===== src/rtl/i2c_write_master_pkg.sv =====
// Shared definitions for the I2C write initiator: FSM encoding, default target
// address and the helper that forms the address+W byte.
package i2c_write_master_pkg;

  typedef enum logic [2:0] {
    ST_IDLE  = 3'd0,
    ST_START = 3'd1,
    ST_BYTE  = 3'd2,
    ST_ACK   = 3'd3,
    ST_STOP  = 3'd4,
    ST_DONE  = 3'd5
  } state_t;

  localparam logic [6:0] DEV_ADDR_DEFAULT = 7'h47;
  localparam logic [1:0] LAST_BYTE        = 2'd2;

  function automatic logic [7:0] addr_byte(input logic [6:0] dev);
    return {dev, 1'b0};
  endfunction

endpackage


===== src/rtl/i2c_write_master_if.sv =====
// Request/status handshake plus open-drain pad controls of the write initiator.
interface i2c_write_master_if;
  logic       start;
  logic [7:0] reg_addr;
  logic [7:0] wdata;
  logic       sda_i;
  logic       scl_oe;
  logic       sda_oe;
  logic       busy;
  logic       done;
  logic       ack_err;

  modport master (
    input  start, reg_addr, wdata, sda_i,
    output scl_oe, sda_oe, busy, done, ack_err
  );

  modport slave (
    output start, reg_addr, wdata, sda_i,
    input  scl_oe, sda_oe, busy, done, ack_err
  );
endinterface


===== src/rtl/i2c_quarter_tick.sv =====
// Quarter-period strobe: one-cycle tick every CLK_DIV clocks, held at phase 0
// while clear is asserted.
module i2c_quarter_tick #(
  parameter int unsigned CLK_DIV = 25
) (
  input  logic clk,
  input  logic rst_n,
  input  logic clear,
  output logic tick
);
  logic [7:0] div_r;
  logic       wrap_s;

  assign wrap_s = (div_r == 8'(CLK_DIV - 1));
  assign tick   = wrap_s & ~clear;

  // Free-running divider restarted whenever the initiator is idle.
  always_ff @(posedge clk or negedge rst_n) begin
    if (!rst_n) begin
      div_r <= 8'd0;
    end else if (clear || wrap_s) begin
      div_r <= 8'd0;
    end else begin
      div_r <= div_r + 8'd1;
    end
  end
endmodule


===== src/rtl/i2c_write_master.sv =====
// I2C write initiator: START, address+W, register byte, data byte, STOP, with
// ACK sampling after every byte and abort-to-STOP on NACK.
module i2c_write_master
  import i2c_write_master_pkg::*;
#(
  parameter int unsigned CLK_DIV  = 25,
  parameter logic [6:0]  DEV_ADDR = DEV_ADDR_DEFAULT
) (
  input logic                clk,
  input logic                rst_n,
  i2c_write_master_if.master bus
);
  state_t     state_r;
  logic [1:0] q_r;
  logic [2:0] bit_cnt_r;
  logic [1:0] byte_cnt_r;
  logic [7:0] shift_r;
  logic [7:0] reg_addr_r;
  logic [7:0] wdata_r;
  logic       qstart_r;
  logic       scl_oe_r;
  logic       sda_oe_r;
  logic       busy_r;
  logic       done_r;
  logic       ack_err_r;

  logic       tick_s;
  logic       clear_s;
  logic       nack_s;
  logic       abort_s;
  logic [7:0] next_byte_s;

  assign clear_s = (state_r == ST_IDLE);

  i2c_quarter_tick #(.CLK_DIV(CLK_DIV)) u_tick (
    .clk   (clk),
    .rst_n (rst_n),
    .clear (clear_s),
    .tick  (tick_s)
  );

  // ACK sampled on the first cycle of Q3; abort must also see a same-cycle NACK.
  always_comb begin
    nack_s      = 1'b0;
    next_byte_s = wdata_r;
    if (state_r == ST_ACK && q_r == 2'd3 && qstart_r && bus.sda_i) begin
      nack_s = 1'b1;
    end else begin
      nack_s = 1'b0;
    end
    if (byte_cnt_r == 2'd0) begin
      next_byte_s = reg_addr_r;
    end else begin
      next_byte_s = wdata_r;
    end
  end

  assign abort_s = ack_err_r | nack_s;

  // Frame sequencer with registered pad controls and status.
  always_ff @(posedge clk or negedge rst_n) begin
    if (!rst_n) begin
      state_r    <= ST_IDLE;
      q_r        <= 2'd0;
      bit_cnt_r  <= 3'd7;
      byte_cnt_r <= 2'd0;
      shift_r    <= 8'd0;
      reg_addr_r <= 8'd0;
      wdata_r    <= 8'd0;
      qstart_r   <= 1'b0;
      scl_oe_r   <= 1'b0;
      sda_oe_r   <= 1'b0;
      busy_r     <= 1'b0;
      done_r     <= 1'b0;
      ack_err_r  <= 1'b0;
    end else begin
      qstart_r <= tick_s;
      done_r   <= 1'b0;
      if (nack_s) begin
        ack_err_r <= 1'b1;
      end
      case (state_r)
        ST_IDLE: begin
          if (bus.start) begin
            shift_r    <= addr_byte(DEV_ADDR);
            reg_addr_r <= bus.reg_addr;
            wdata_r    <= bus.wdata;
            ack_err_r  <= 1'b0;
            busy_r     <= 1'b1;
            scl_oe_r   <= 1'b0;
            sda_oe_r   <= 1'b1;
            q_r        <= 2'd0;
            bit_cnt_r  <= 3'd7;
            byte_cnt_r <= 2'd0;
            state_r    <= ST_START;
          end
        end
        ST_START: begin
          if (tick_s) begin
            if (q_r == 2'd1) begin
              q_r      <= 2'd0;
              scl_oe_r <= 1'b1;
              sda_oe_r <= ~shift_r[7];
              state_r  <= ST_BYTE;
            end else begin
              q_r <= q_r + 2'd1;
            end
          end
        end
        ST_BYTE: begin
          if (tick_s) begin
            q_r <= q_r + 2'd1;
            if (q_r == 2'd1) begin
              scl_oe_r <= 1'b0;
            end
            if (q_r == 2'd3) begin
              scl_oe_r <= 1'b1;
              if (bit_cnt_r == 3'd0) begin
                sda_oe_r <= 1'b0;
                state_r  <= ST_ACK;
              end else begin
                bit_cnt_r <= bit_cnt_r - 3'd1;
                shift_r   <= {shift_r[6:0], 1'b0};
                sda_oe_r  <= ~shift_r[6];
              end
            end
          end
        end
        ST_ACK: begin
          if (tick_s) begin
            q_r <= q_r + 2'd1;
            if (q_r == 2'd1) begin
              scl_oe_r <= 1'b0;
            end
            if (q_r == 2'd3) begin
              scl_oe_r <= 1'b1;
              if (abort_s || byte_cnt_r == LAST_BYTE) begin
                sda_oe_r <= 1'b1;
                state_r  <= ST_STOP;
              end else begin
                byte_cnt_r <= byte_cnt_r + 2'd1;
                bit_cnt_r  <= 3'd7;
                shift_r    <= next_byte_s;
                sda_oe_r   <= ~next_byte_s[7];
                state_r    <= ST_BYTE;
              end
            end
          end
        end
        ST_STOP: begin
          if (tick_s) begin
            q_r <= q_r + 2'd1;
            if (q_r == 2'd1) begin
              scl_oe_r <= 1'b0;
            end
            if (q_r == 2'd2) begin
              sda_oe_r <= 1'b0;
            end
            if (q_r == 2'd3) begin
              busy_r  <= 1'b0;
              done_r  <= 1'b1;
              state_r <= ST_DONE;
            end
          end
        end
        ST_DONE: begin
          state_r <= ST_IDLE;
        end
        default: begin
          scl_oe_r <= 1'b0;
          sda_oe_r <= 1'b0;
          busy_r   <= 1'b0;
          state_r  <= ST_IDLE;
        end
      endcase
    end
  end

  assign bus.scl_oe  = scl_oe_r;
  assign bus.sda_oe  = sda_oe_r;
  assign bus.busy    = busy_r;
  assign bus.done    = done_r;
  assign bus.ack_err = ack_err_r;
endmodule

===== src/flat_wrapper.sv =====
// flat-port wrapper written by rule: the top's interface ports become plain ports
module i2c_write_master_flat import i2c_write_master_pkg::*;
#(
  parameter int unsigned CLK_DIV  = 25,
  parameter logic [6:0]  DEV_ADDR = DEV_ADDR_DEFAULT
)
  (clk, rst_n, bus_start, bus_reg_addr, bus_wdata, bus_sda_i, bus_scl_oe, bus_sda_oe, bus_busy, bus_done, bus_ack_err);
  i2c_write_master_if bus_i ();
  input logic clk;
  input logic rst_n;
  input wire logic [$bits(bus_i.start)-1:0] bus_start;
  input wire logic [$bits(bus_i.reg_addr)-1:0] bus_reg_addr;
  input wire logic [$bits(bus_i.wdata)-1:0] bus_wdata;
  input wire logic [$bits(bus_i.sda_i)-1:0] bus_sda_i;
  output wire logic [$bits(bus_i.scl_oe)-1:0] bus_scl_oe;
  output wire logic [$bits(bus_i.sda_oe)-1:0] bus_sda_oe;
  output wire logic [$bits(bus_i.busy)-1:0] bus_busy;
  output wire logic [$bits(bus_i.done)-1:0] bus_done;
  output wire logic [$bits(bus_i.ack_err)-1:0] bus_ack_err;
  assign bus_i.start = bus_start;
  assign bus_i.reg_addr = bus_reg_addr;
  assign bus_i.wdata = bus_wdata;
  assign bus_i.sda_i = bus_sda_i;
  assign bus_scl_oe = bus_i.scl_oe;
  assign bus_sda_oe = bus_i.sda_oe;
  assign bus_busy = bus_i.busy;
  assign bus_done = bus_i.done;
  assign bus_ack_err = bus_i.ack_err;
  i2c_write_master #(.CLK_DIV(CLK_DIV), .DEV_ADDR(DEV_ADDR)) u_core (.clk(clk), .rst_n(rst_n), .bus(bus_i));
endmodule

===== config.mk =====
export PLATFORM = sky130hd
export DESIGN_NAME = i2c_write_master_flat
export DESIGN_NICKNAME = d
export VERILOG_FILES = /design/src/rtl/i2c_write_master_pkg.sv /design/src/rtl/i2c_write_master_if.sv /design/src/rtl/i2c_quarter_tick.sv /design/src/rtl/i2c_write_master.sv /design/src/flat_wrapper.sv
export SDC_FILE = /design/constraint.sdc
export NUM_CORES = 1
export LEC_CHECK = 0
export CORE_ASPECT_RATIO = 1.2
export CORE_MARGIN = 2
export CORE_UTILIZATION = 57
export DETAILED_ROUTE_END_ITERATION = 12
export PLACE_DENSITY_LB_ADDON = 0.3
export SLEW_MARGIN = 15
export SYNTH_ARGS = -nofsm -noshare
export SYNTH_HDL_FRONTEND = slang
export SYNTH_HIERARCHICAL = 1
export SYNTH_SLANG_ARGS = --single-unit

===== constraint.sdc =====
create_clock -name clk -period 2.55 [get_ports clk]
set_clock_uncertainty 0.15 [all_clocks]
set_input_delay 0.3825 -clock clk [delete_from_list [all_inputs] [get_ports clk]]
set_output_delay 0.3825 -clock clk [all_outputs]
set_load 0.05 [all_outputs]

# [Yosys cells after proc, flatten, opt, wreduce, memory -nomap -nowiden]
# Cells that the tools add are included.
[word_totals] ff_bits=48 input_bits=20 out_inout_bits=5
[classes] n_addsub=4 n_eq_ne=25 mux=69 n_bitwise=8 reduce_logical=22
[op_table] operator="two-way mux 8 bit" n=9
[op_table] operator="two-way mux 3 bit" n=18
[op_table] operator="two-way mux 1 bit" n=27
[op_table] operator="one-hot mux 8 bit (3 select lines)" n=1
[op_table] operator="!= test 2 x 1 -> 1 bit (second input constant)" n=11
[op_table] operator="AND reduction 10 bit" n=2
[op_table] operator="one-hot mux 3 bit (5 select lines)" n=1
[op_table] operator="two-way mux 2 bit" n=7
[op_table] operator="one-hot mux 3 bit (3 select lines)" n=1
[op_table] operator="adder 8 x 1 -> 8 bit (second input constant)" n=1
[op_table] operator="equality test 8 x 5 -> 1 bit (second input constant)" n=1
[op_table] operator="!= test 2 bit (second input constant)" n=4
[op_table] operator="AND reduction 4 bit" n=2
[op_table] operator="AND reduction 8 bit" n=1
[op_table] operator="equality test 2 bit (second input constant)" n=3
[op_table] operator="equality test 3 x 2 -> 1 bit (second input constant)" n=2
[op_table] operator="equality test 3 bit (second input constant)" n=2
[op_table] operator="logical NOT 3 bit" n=2
[op_table] operator="NOT 1 bit" n=6
[op_table] operator="one-hot mux 1 bit (6 select lines)" n=1
[op_table] operator="one-hot mux 2 bit (3 select lines)" n=1
[op_table] operator="AND reduction 6 bit" n=1
[op_table] operator="nonzero test 3 bit" n=2
[op_table] operator="one-hot mux 1 bit (5 select lines)" n=1
[op_table] operator="17 further kinds" n=21

# [Longest topological paths before layout]
# Gate-level depths: netlist of the first run.
[depth] depth_word=11 depth_mapped=10 ltp_nobuf=9

# [Cells and area by module]
# The synthesis of the first run kept the hierarchy.
[by_module_without_submodules] mod="i2c_write_master" n_inst=1 cells_each=219 area_per_inst_um2=2259.7 seq_area_each_um2=1004.7
[by_module_without_submodules] mod="i2c_quarter_tick" n_inst=1 cells_each=39 area_per_inst_um2=409.1 seq_area_each_um2=200.2

# [Worst setup path after synthesis of the first run]
# No wires, ideal clock.
[synth_timing] kind="reg-to-reg" startpoint="register u_core.u_tick.div_r[5]" endpoint="register u_core.state_r[0]" setup_time_ns=0.125 arrival_time_ns=2.072 t_required_ns=2.275 path_slack_ns=0.203 stages_incl_launch_ff=7 n_path_buf=0 period_less_slack_ns=2.347 path_cell_list="dfrtp_1 -> or3_2 -> nor3_1 -> nand2_1 -> a22oi_4 -> o22a_1 -> mux2_2"
[synth_via] elab_chain_cells=4
[synth_lines] item="start, declared" line_no="i2c_quarter_tick.sv:11" rtl="logic [7:0] div_r;"
[synth_lines] item="start signal, assigned" line_no="i2c_quarter_tick.sv:24" rtl="div_r <= div_r + 8'd1;"
[synth_lines] item="equality test 8 x 5 -> 1 bit *" line_no="i2c_quarter_tick.sv:14" rtl="assign wrap_s = (div_r == 8'(CLK_DIV - 1));"
[synth_lines] item="bitwise AND 1 bit *" line_no="i2c_quarter_tick.sv:15" rtl="assign tick = wrap_s & ~clear;"
[synth_lines] item="named net u_core.tick_s" line_no="i2c_write_master.sv:27" rtl="logic tick_s;"
[synth_lines] item="!= test 2 x 1 -> 1 bit (no source line)"
[synth_lines] item="AND reduction 10 bit (no source line) *"
[synth_lines] item="end signal, assigned" line_no="i2c_write_master.sv:63" rtl="state_r <= ST_IDLE;"
[synth_lines] item="end signal, assigned" line_no="i2c_write_master.sv:95" rtl="state_r <= ST_START;"
[synth_lines] item="end signal, assigned" line_no="i2c_write_master.sv:104" rtl="state_r <= ST_BYTE;"
[synth_lines] item="end, declared" line_no="i2c_write_master.sv:13" rtl="state_t state_r;"
# The timed path passes the listed nets; every way through them passes the cells marked *.
# A chain may end at the register's enable or synchronous reset.

# [Worst setup path after layout of the first run]
# Same ends and word-level chain as after synthesis.

==> qor.json, run 1 <==
{
  "first_pass_iters": {"value": 4},
  "finalWeightedCongestion": {"value": 0.8212},
  "synth_largest_area_cell": {"value": "dfrtp_1"},
  "worst_ir_drop_vdd": {"value": 0.3123, "unit": "mV"},
  "track_usage": {"value": 22.84, "unit": "%"},
  "asyncSetResetFlopFracSynth": {"value": 100.0, "unit": "%"},
  "power.net_switching": {"value": 286.5, "unit": "uW"},
  "rows": {"value": 27},
  "synth.ff_latch_count": {"value": 48},
  "hold_path_class": {"value": "reg -> reg"},
  "grt_first_pass_wirelength": {"value": 9149, "unit": "um"},
  "routed-via-count": {"value": 1963},
  "critPathBufInv": {"value": 1},
  "htree_levels": {"value": 2},
  "routing_usage_on_met2": {"value": 35.30, "unit": "%"},
  "syn_nets": {"value": 288},
  "yosys_warnings": {"value": 6},
  "grt_pass1_vias": {"value": 1919},
  "grt_max_degree": {"value": 39},
  "drive_gt1_share": {"value": 21.75, "unit": "%"},
  "switching_share": {"value": 20.88, "unit": "%"},
  "timing.final.setup_violations": {"value": 0},
  "cp_slowest_stage_delay": {"value": 540, "unit": "ps"},
  "cp_max_fo": {"value": 13},
  "pin_count": {"value": 25},
  "max-clock-path-buffers": {"value": 2},
  "fp.dieW": {"value": 66.47, "unit": "um"},
  "finalHoldWorstSlack": {"value": 346.1, "unit": "ps"},
  "internal-power": {"value": 1085, "unit": "uW"},
  "power.share.clock": {"value": 40.8, "unit": "%"},
  "cts_tree": {"value": "yes"},
  "die_height": {"value": 78.96, "unit": "um"},
  "setup_tns": {"value": 0, "unit": "ps"},
  "cp_data_required_time": {"value": 2590, "unit": "ps"},
  "clock-root-buffer": {"value": "clkbuf_8"},
  "io_buffer_count": {"value": 24},
  "die_area": {"value": 0.005248, "unit": "mm2"},
  "post_synth_inst_count": {"value": 258},
  "dp_cells": {"value": 334},
  "seq_power_share": {"value": 55.4, "unit": "%"},
  "syn_to_final_growth": {"value": 15.24, "unit": "%"},
  "max_slew.worst_pin.slew": {"value": 607.6, "unit": "ps"},
  "drc_errors": {"value": 0},
  "diodes": {"value": 0},
  "final_net_count": {"value": 314},
  "critPathKind": {"value": "reg -> reg"},
  "gr-usage-met3": {"value": 5.099, "unit": "%"},
  "synth.cell_area": {"value": 0.002669, "unit": "mm2"},
  "pwr-share-comb": {"value": 3.7, "unit": "%"},
  "use_met1": {"value": 32.46, "unit": "%"},
  "finalHoldViolCount": {"value": 0},
  "core_footprint": {"value": 0.004561, "unit": "mm2"},
  "critical-path-top-cell-by-count": {"value": "a21oi_1"},
  "grt_overflow": {"value": 0},
  "worstSetupEndpointType": {"value": "register"},
  "synth_enable_flop_cells": {"value": 0},
  "detail_route.wl_per_cell": {"value": 15.14, "unit": "um"},
  "worst_skew_pair_later_pin_latency": {"value": 300, "unit": "ps"},
  "max_cap_viol_count": {"value": 0},
  "worst_path_max_delay_cell": {"value": "or3_2"},
  "grt_most_used_layer": {"value": "met2"},
  "rsz0062_at_grt": {"value": "false"},
  "static_leakage": {"value": 0.001380, "unit": "uW"},
  "max_clock_freq": {"value": 0.4172, "unit": "GHz"},
  "cts_clk_pin_slew_worst_paths": {"value": 90, "unit": "ps"},
  "final_min_period_over_clock_period": {"value": 94.00, "unit": "%"},
  "final_max_slew_viol_count": {"value": 0},
  "netlist_cell_types": {"value": 59},
  "primary_flip_flop_cell_chosen_by_synthesis_mapping": {"value": "dfrtp_1"},
  "final_common_cell": {"value": "dfrtp_1"},
  "signal_arrival_time_at_the_worst_endpoint": {"value": 2430, "unit": "ps"},
  "detail_route.iter0.violations": {"value": 138},
  "period_needed": {"value": 2397, "unit": "ps"},
  "ant_nets": {"value": 0},
  "most-common-layout-cells": {"value": "45 x dfrtp_1, 25 x nor2_1, 23 x clkdlybuf4s50_1, 23 x nand2_1"},
  "synth.top_cell.area_share": {"value": 42.19, "unit": "%"},
  "top_post_synthesis_cells_by_area": {"value": "dfrtp_1 42%, mux2_2 7.2%, ha_1 4.7%, nor2_1 3.5%, nand2_1 3.2%"},
  "floorplan.initialDensity": {"value": 58.52, "unit": "%"},
  "seq_area_frac_synth": {"value": 45.15, "unit": "%"},
  "postSynthAreaPerCell": {"value": 10.34, "unit": "um2"},
  "critical-path-top-delay-family": {"value": "simple AND/OR/NAND/NOR gates"},
  "timing.critical_path.cells": {"value": "or3_2, nor3_2, buf_4, a21oi_1, a21oi_1, o22a_1, mux2_2"},
  "power.density": {"value": 446.1, "unit": "mW/mm2"},
  "start_kind": {"value": "register"},
  "antenna_found_initial": {"value": 0},
  "relSlewSlack": {"value": 59.49, "unit": "%"},
  "instances_no_fill": {"value": 343},
  "routed_via_density": {"value": 5.723},
  "run_status": {"value": "finished, final reports clean"},
  "hpwl": {"value": 3649, "unit": "um"},
  "wirelength": {"value": 5193, "unit": "um"},
  "clock-sinks": {"value": 48},
  "cts_made_buffers": {"value": 5}
}
tightest hold or removal path: cells and delay by family (launching register included):
family,cells,cell delay [ps]
compound gates,1,70
flops,1,350
simple gates,1,40
layout make-up:
class	instances	area, um2
clock buffers	5	68.82
clock inverters	3	46.29
multi-input cells	180	1310
inverters	14	52.55
flip-flops and latches	48	1205
repair buffers	35	320.3
well taps	58	72.57
fillers	371	1485
flip-flops by register name, summed over array words and instances (netlist names):
| name | cells |
|---|---|
| u_core/state_r | 3 |
| u_core/wdata_r | 8 |
| u_core/bus.busy | 1 |
| u_core/bus.ack_err | 1 |
| u_core/u_tick/div_r | 8 |
| u_core/reg_addr_r | 8 |
| u_core/q_r | 2 |
| u_core/bus.scl_oe | 1 |
| u_core/byte_cnt_r | 2 |
| u_core/qstart_r | 1 |
| u_core/shift_r | 8 |
| u_core/bit_cnt_r | 3 |
| u_core/bus.done | 1 |
| u_core/bus.sda_oe | 1 |
cell families after synthesis:
| logic type | after synthesis | share of synthesized area, % |
|---|---|---|
| xor gates and xnor gates | 3 | 0.9847 |
| buffers and inverters | 30 | 6.282 |
| DFF | 48 | 45.15 |
| adders and majority gates | 10 | 4.688 |
| and+or+nand+nor | 79 | 15.75 |
| AOI/OAI and AO/OA | 62 | 16.41 |
| muxes | 26 | 10.74 |
repair_timing:
item | CTS | global route
hold buffers | 1 | 0
setup buffers | 0 | 0
resized for setup | 0 | 2
setup endpoints to repair | 0 | 8
endpoints found under the hold margin | 24 | 0
layer usage:
layer	vias up	wire [um]
met5	-	0
met3	8	247
met1	934	2376
met4	0	89
met2	59	2479
li1	962	-
cells in the mapped netlist, types with 2 or more instances:
library cell  instances
a31oi_1               2
nand2_1              23
nor2b_1               4
a22o_1                3
mux2_2               17
o211ai_1              3
o21ai_0              17
or3_2                 2
inv_1                14
buf_6                 5
xor2_1                2
nor2_1               25
and3_1                2
mux2i_1               8
ha_1                 10
nor3_2                2
dfstp_2               3
dfrtp_1              45
nand3_1               4
o31ai_1               3
a311oi_1              2
a21oi_1              17
buf_2                 8
buf_4                 2
through the flow:
step	setup slack (ps)	utilization (%)	cell area [um2]	power, uW
3_3_place_gp	173.8	64.39	2937	826.4
6_report	153.1	67.43	3075	1372
3_5_place_dp	119.2	64.39	2937	826.5
2_1_floorplan	203.3	-	2669	779.7
4_1_cts	65.66	67.13	3062	1380
5_1_grt	55.40	67.43	3075	1426
power groups by stage:
stage,Combinational (uW),Clock [uW],Sequential [uW]
2_1_floorplan,3.84,0,776
3_3_place_gp,50.7,0,776
3_5_place_dp,50.9,0,776
4_1_cts,52.4,567,761
5_1_grt,57.7,607,761
6_report,51.1,560,761
final timing paths:
path | start | to | slack (ps) | cells after the start
worst min-delay path | u_core/shift_r[2]$_DFFE_PN0P_ | u_core/shift_r[2]$_DFFE_PN0P_ | 350 | 2
worst min register to register | u_core/shift_r[2]$_DFFE_PN0P_ | u_core/shift_r[2]$_DFFE_PN0P_ | 350 | 2
max in group asynchronous | rst_n | u_core/bit_cnt_r[2]$_DFFE_PN1P_ | 1120 | 3
min in group asynchronous | rst_n | u_core/q_r[0]$_DFFE_PN0P_ | 460 | 2
worst max register to register | u_core/u_tick/div_r[5]$_DFF_PN0_ | u_core/state_r[0]$_DFFE_PN0P_ | 150 | 7
worst max-delay path | u_core/u_tick/div_r[5]$_DFF_PN0_ | u_core/state_r[0]$_DFFE_PN0P_ | 150 | 7
(Power assumes the default switching activity.)
==> run 2, diff against run 1 <==
--- a/config.mk
+++ b/config.mk
@@ -10,6 +10,7 @@
 export CORE_UTILIZATION = 57
 export DETAILED_ROUTE_END_ITERATION = 12
 export PLACE_DENSITY_LB_ADDON = 0.3
+export REMOVE_ABC_BUFFERS = 1
 export SLEW_MARGIN = 15
 export SYNTH_ARGS = -nofsm -noshare
 export SYNTH_HDL_FRONTEND = slang
==> run 2 against run 1 <==
  * Critical path type unchanged
  * Combinational power about the same
  * Die area unchanged
  * Sequential power about the same
  * First-iteration DRC count up 4.3%
  * Sequential share of layout area up 0.48 points
  * Highest routed layer unchanged
  * Power decreased by 7.2%
  * Setup slack gained 78 ps
  * Via count decreased by 2.0%
==> qor.json, run 2 (synthesis results as in run 1) <==
{
  "worst_ir_drop_vdd": {"value": 0.2975, "unit": "mV"},
  "instances_no_fill": {"value": 342},
  "wirelength": {"value": 4891, "unit": "um"},
  "die_height": {"value": 78.96, "unit": "um"},
  "worst_skew_pair_later_pin_latency": {"value": 300, "unit": "ps"},
  "core_footprint": {"value": 0.004561, "unit": "mm2"},
  "signal_arrival_time_at_the_worst_endpoint": {"value": 2350, "unit": "ps"},
  "regToRegStartpoint": {"value": "u_core/u_tick/div_r[5]$_DFF_PN0_"},
  "cts_tree": {"value": "yes"},
  "antenna_found_initial": {"value": 0},
  "ff_to_ff_setup_slack": {"value": 230, "unit": "ps"},
  "hold_path_class": {"value": "reg -> reg"},
  "final_max_slew_viol_count": {"value": 0},
  "max_cap_viol_count": {"value": 0},
  "first_pass_iters": {"value": 5},
  "cp_max_fo": {"value": 13},
  "period_needed": {"value": 2319, "unit": "ps"},
  "relSlewSlack": {"value": 64.10, "unit": "%"},
  "max_slew.worst_pin.slew": {"value": 538.6, "unit": "ps"},
  "final_cell_area": {"value": 0.003038, "unit": "mm2"},
  "final_min_period_over_clock_period": {"value": 90.93, "unit": "%"},
  "cts_clk_pin_slew_worst_paths": {"value": 80, "unit": "ps"},
  "holdPathEnd": {"value": "u_core/shift_r[7]$_DFFE_PN0P_"},
  "detail_route.wl_per_cell": {"value": 14.30, "unit": "um"},
  "rsz0062_at_grt": {"value": "false"},
  "grt_overflow": {"value": 0},
  "hpwl": {"value": 3527, "unit": "um"},
  "routed-via-count": {"value": 1923},
  "r2r_end": {"value": "u_core/state_r[0]$_DFFE_PN0P_"},
  "drc_errors": {"value": 0},
  "fillCellCount": {"value": 386},
  "detail_route.iter0.violations": {"value": 144},
  "cp_data_required_time": {"value": 2580, "unit": "ps"},
  "critPathKind": {"value": "reg -> reg"},
  "clock-sinks": {"value": 48},
  "die_area": {"value": 0.005248, "unit": "mm2"},
  "dp_cells": {"value": 333},
  "postPlaceCellArea": {"value": 0.002929, "unit": "mm2"},
  "ant_nets": {"value": 0},
  "most-common-layout-cells": {"value": "45 x dfrtp_1, 25 x nor2_1, 23 x clkdlybuf4s50_1, 23 x nand2_1"},
  "finalHoldViolCount": {"value": 0},
  "power.density": {"value": 419.1, "unit": "mW/mm2"},
  "timing.final.setup_violations": {"value": 0},
  "final-seq-area": {"value": 0.001205, "unit": "mm2"},
  "io_buffer_count": {"value": 24},
  "diodes": {"value": 0},
  "worst_r2r_path_depth": {"value": 7},
  "fp.dieW": {"value": 66.47, "unit": "um"},
  "holdPathStages": {"value": 2},
  "floorplan.initialDensity": {"value": 58.52, "unit": "%"},
  "final_common_cell": {"value": "dfrtp_1"},
  "syn_to_final_growth": {"value": 13.83, "unit": "%"},
  "clock-root-buffer": {"value": "clkbuf_8"},
  "final_net_count": {"value": 313},
  "routed_via_density": {"value": 5.623},
  "track_usage": {"value": 21.04, "unit": "%"},
  "pin_count": {"value": 25},
  "cts_made_buffers": {"value": 5},
  "postCtsSetupBuffers": {"value": 0},
  "max_clock_freq": {"value": 0.4313, "unit": "GHz"},
  "layout_utilization": {"value": 66.61, "unit": "%"},
  "multi_input_comb_area": {"value": 0.001301, "unit": "mm2"},
  "finalWeightedCongestion": {"value": 0.9090},
  "start_kind": {"value": "register"},
  "drive_gt1_share": {"value": 21.13, "unit": "%"},
  "grt_max_degree": {"value": 39},
  "static_leakage": {"value": 0.001364, "unit": "uW"},
  "rows": {"value": 27},
  "max-clock-path-buffers": {"value": 2},
  "run_status": {"value": "finished, final reports clean"},
  "total_design_power": {"value": 1273, "unit": "uW"},
  "grt_first_pass_wirelength": {"value": 8604, "unit": "um"},
  "worstSetupEndpointType": {"value": "register"},
  "worstHoldStart": {"value": "u_core/shift_r[7]$_DFFE_PN0P_"},
  "grt_pass1_vias": {"value": 1892},
  "htree_levels": {"value": 2}
}
-- run 2: worst max path at each step --
stage / startpoint / endpoint / slack, ps / cells after the start
global placement: u_core/u_tick/div_r[5]$_DFF_PN0_ / u_core/state_r[0]$_DFFE_PN0P_ / 210 / 7
floorplan: u_core/state_r[0]$_DFFE_PN0P_ / u_core/bit_cnt_r[2]$_DFFE_PN1P_ / -670 / 6
CTS: u_core/u_tick/div_r[5]$_DFF_PN0_ / u_core/state_r[0]$_DFFE_PN0P_ / 170 / 7
detailed placement: u_core/u_tick/div_r[5]$_DFF_PN0_ / u_core/state_r[0]$_DFFE_PN0P_ / 170 / 7
global route: u_core/u_tick/div_r[0]$_DFF_PN0_ / u_core/state_r[0]$_DFFE_PN0P_ / 50 / 9
finish: u_core/u_tick/div_r[5]$_DFF_PN0_ / u_core/state_r[0]$_DFFE_PN0P_ / 230 / 7
-- run 2: layout make-up --
class | instances | area share (%)
repair buffers | 34 | 10.30
well taps | 58 | 2.389
clock inverters | 1 | 0.2471
inverters | 14 | 1.730
multi-input cells | 180 | 42.83
flip-flops and latches | 48 | 39.66
clock buffers | 7 | 2.842
-- run 2: where the power goes --
group          total, uW  switching [uW]  leakage [uW]  internal [uW]
clock                462             241     0.0000445            220
combinational       51.0            21.7      0.000692           29.2
sequential           761               0      0.000627            761
total               1270             263       0.00136           1010
-- run 2: worst max-delay path: stages (launching register included) --
cell     delay (ps)
dfrtp_1         410
or3_2           530
nor3_2          150
buf_4           200
a21oi_1          80
a21oi_1         150
o22a_1          200
mux2_2          340
-- run 2: repair_timing --
item	4_1_cts	5_1_grt
resized for setup	0	1
endpoints found under the setup margin	0	2
hold buffers	1	0
endpoints found under the hold margin	19	0
-- run 2: metrics by stage --
stage               TNS (ps)  worst slack [ps]  hold slack (ps)
detailed placement         0             173.8            250.6
global placement           0             213.2            254.2
finish                     0             231.2            341.0
CTS                        0             165.6            345.1
global route               0             51.93            371.0
floorplan              -9323            -668.8           -63.09
-- run 2: metal layers --
| metal | global-route usage (%) | share of wire (%) | up-vias |
|---|---|---|---|
| li1 | - | - | 953 |
| met1 | 28.87 | 47 | 926 |
| met2 | 33.30 | 48 | 37 |
| met3 | 4.533 | 3.4 | 7 |
| met4 | 6.531 | 1.6 | 0 |
| met5 | 0 | 0 | - |
==> run 3, diff against run 2 <==
--- a/config.mk
+++ b/config.mk
@@ -9,7 +9,8 @@
 export CORE_MARGIN = 2
 export CORE_UTILIZATION = 57
 export DETAILED_ROUTE_END_ITERATION = 12
-export PLACE_DENSITY_LB_ADDON = 0.3
+export GPL_TIMING_DRIVEN = 0
+export PLACE_DENSITY = 0.79
 export REMOVE_ABC_BUFFERS = 1
 export SLEW_MARGIN = 15
 export SYNTH_ARGS = -nofsm -noshare
==> run 3 against run 2 <==
  * Global-route usage grew 0.36 points
  * Sequential power is essentially flat
  * Core utilization shrank 0.19 points
  * Setup slack lost 120 ps
  * First-iteration DRC count grew 1.4%
  * Sequential share of layout area grew 0.32 points
  * Via count grew 0.83%
  * Power shrank 1.8%
  * Critical endpoint unchanged
  * Highest routed layer unchanged
==> qor.json, run 3 (synthesis results as in run 1) <==
{
  "run_status": {"value": "finished, final reports clean"},
  "hold_path_class": {"value": "reg -> reg"},
  "max-clock-path-buffers": {"value": 2},
  "cts_made_buffers": {"value": 5},
  "rows": {"value": 27},
  "clock-root-buffer": {"value": "clkbuf_8"},
  "ant_nets": {"value": 0},
  "cp-endpoint": {"value": "u_core/state_r[0]$_DFFE_PN0P_"},
  "final_min_period_over_clock_period": {"value": 95.61, "unit": "%"},
  "clock-sinks": {"value": 48},
  "htree_levels": {"value": 2},
  "final_max_slew_viol_count": {"value": 0},
  "routed_via_density": {"value": 5.771},
  "signal_arrival_time_at_the_worst_endpoint": {"value": 2470, "unit": "ps"},
  "syn_to_final_growth": {"value": 13.50, "unit": "%"},
  "grt_overflow": {"value": 0},
  "total_design_power": {"value": 1251, "unit": "uW"},
  "cts_clk_pin_slew_worst_paths": {"value": 90, "unit": "ps"},
  "die_area": {"value": 0.005248, "unit": "mm2"},
  "max_clock_freq": {"value": 0.4102, "unit": "GHz"},
  "core_footprint": {"value": 0.004561, "unit": "mm2"},
  "regToRegStartpoint": {"value": "u_core/u_tick/div_r[5]$_DFF_PN0_"},
  "start_kind": {"value": "register"},
  "timing.final.setup_violations": {"value": 0},
  "cts_tree": {"value": "yes"},
  "first_pass_iters": {"value": 4},
  "most-common-layout-cells": {"value": "42 x dfrtp_1, 25 x nor2_1, 23 x clkdlybuf4s50_1"},
  "die_height": {"value": 78.96, "unit": "um"},
  "detail_route.iter0.violations": {"value": 146},
  "hpwl": {"value": 3381, "unit": "um"},
  "diodes": {"value": 0},
  "wirelength": {"value": 5065, "unit": "um"},
  "drc_errors": {"value": 0},
  "ff_to_ff_setup_slack": {"value": 110, "unit": "ps"},
  "finalHoldViolCount": {"value": 0},
  "finalHoldWorstSlack": {"value": 345.9, "unit": "ps"},
  "timing.critical_path.from": {"value": "u_core/u_tick/div_r[5]$_DFF_PN0_"},
  "detail_route.wl_per_cell": {"value": 15.07, "unit": "um"},
  "worst_ir_drop_vdd": {"value": 0.2937, "unit": "mV"},
  "critPathKind": {"value": "reg -> reg"},
  "drive_gt1_share": {"value": 20.86, "unit": "%"},
  "setup_tns": {"value": 0, "unit": "ps"},
  "grt_first_pass_wirelength": {"value": 8576, "unit": "um"},
  "max_slew.worst_pin.slew": {"value": 535.4, "unit": "ps"},
  "io_buffer_count": {"value": 24},
  "worst_r2r_path_depth": {"value": 6},
  "worstSetupEndpointType": {"value": "register"},
  "relSlewSlack": {"value": 64.31, "unit": "%"},
  "r2r_end": {"value": "u_core/state_r[0]$_DFFE_PN0P_"},
  "pin_count": {"value": 25},
  "final_net_count": {"value": 307},
  "floorplan.initialDensity": {"value": 58.52, "unit": "%"},
  "rsz0062_at_grt": {"value": "false"},
  "cp_max_fo": {"value": 5},
  "period_needed": {"value": 2438, "unit": "ps"},
  "grt_max_degree": {"value": 40},
  "routed-via-count": {"value": 1939},
  "finalWeightedCongestion": {"value": 0.7977},
  "track_usage": {"value": 21.40, "unit": "%"},
  "antenna_found_initial": {"value": 0},
  "fp.dieW": {"value": 66.47, "unit": "um"},
  "max_cap_viol_count": {"value": 0},
  "final_common_cell": {"value": "dfrtp_1"},
  "static_leakage": {"value": 0.001335, "unit": "uW"},
  "grt_pass1_vias": {"value": 1862},
  "power.density": {"value": 412.9, "unit": "mW/mm2"},
  "worst_skew_pair_later_pin_latency": {"value": 300, "unit": "ps"},
  "cp_data_required_time": {"value": 2580, "unit": "ps"}
}
==> run 3: area by class of cell <==
class / count / area [um2]
fillers: 372 / 1531
multi-input cells: 181 / 1331
flip-flops and latches: 48 / 1211
repair buffers: 27 / 276.5
clock buffers: 6 / 72.57
well taps: 58 / 72.57
inverters: 14 / 52.55
clock inverters: 2 / 12.51
==> run 3: timing repair <==
action	in CTS	in global routing
gates cloned	0	1
setup endpoints to repair	22	2
hold buffers	1	0
pin swaps	1	1
setup buffers	1	0
resized for setup	6	2
hold endpoints to repair	15	0
==> run 3: worst min path at each step <==
stage	startpoint	end	cells past startpoint
final	u_core/shift_r[5]$_DFFE_PN0P_	u_core/shift_r[5]$_DFFE_PN0P_	2
after global routing	u_core/wdata_r[1]$_DFFE_PN0P_	u_core/wdata_r[1]$_DFFE_PN0P_	1
after CTS	u_core/shift_r[5]$_DFFE_PN0P_	u_core/shift_r[5]$_DFFE_PN0P_	2
after detailed placement	rst_n	u_core/q_r[0]$_DFFE_PN0P_	1
after global placement	u_core/shift_r[5]$_DFFE_PN0P_	u_core/shift_r[5]$_DFFE_PN0P_	2
after floorplan	rst_n	u_core/bus.ack_err$_DFF_PN0_	0
==> run 3: worst max-delay path, cell delays in order (launching register included) <==
cell,delay [ps]
dfrtp_1,420
or3_2,550
nor3_4,220
nand2_2,120
a22oi_4,260
o22a_1,240
mux2_2,350
==> run 3: routing by layer <==
| metal | GRT usage (%) | routed length, um |
|---|---|---|
| met2 | 33.70 | 2474 |
| met5 | 0 | 0 |
| met4 | 8.776 | 99 |
| met1 | 28.77 | 2321 |
| met3 | 4.249 | 170 |
==> run 3: metrics by stage <==
stage                     std cells  setup WS [ps]  area, um2  utilization (%)
after floorplan                 242         -668.8       2554                -
final                           336          112.1       3029            66.42
after CTS                       335          96.08       3010            66.01
after detailed placement        325          -1174       2887            63.29
after global placement          324          -1521       2867            62.85
after global routing            336          6.510       3029            66.42
==> run 3: report_power, final <==
part	switching, uW	internal [uW]	total [uW]
Combinational	23.1	30.5	53.5
Sequential	0	761	761
Clock	245	192	436
Total	268	983	1250
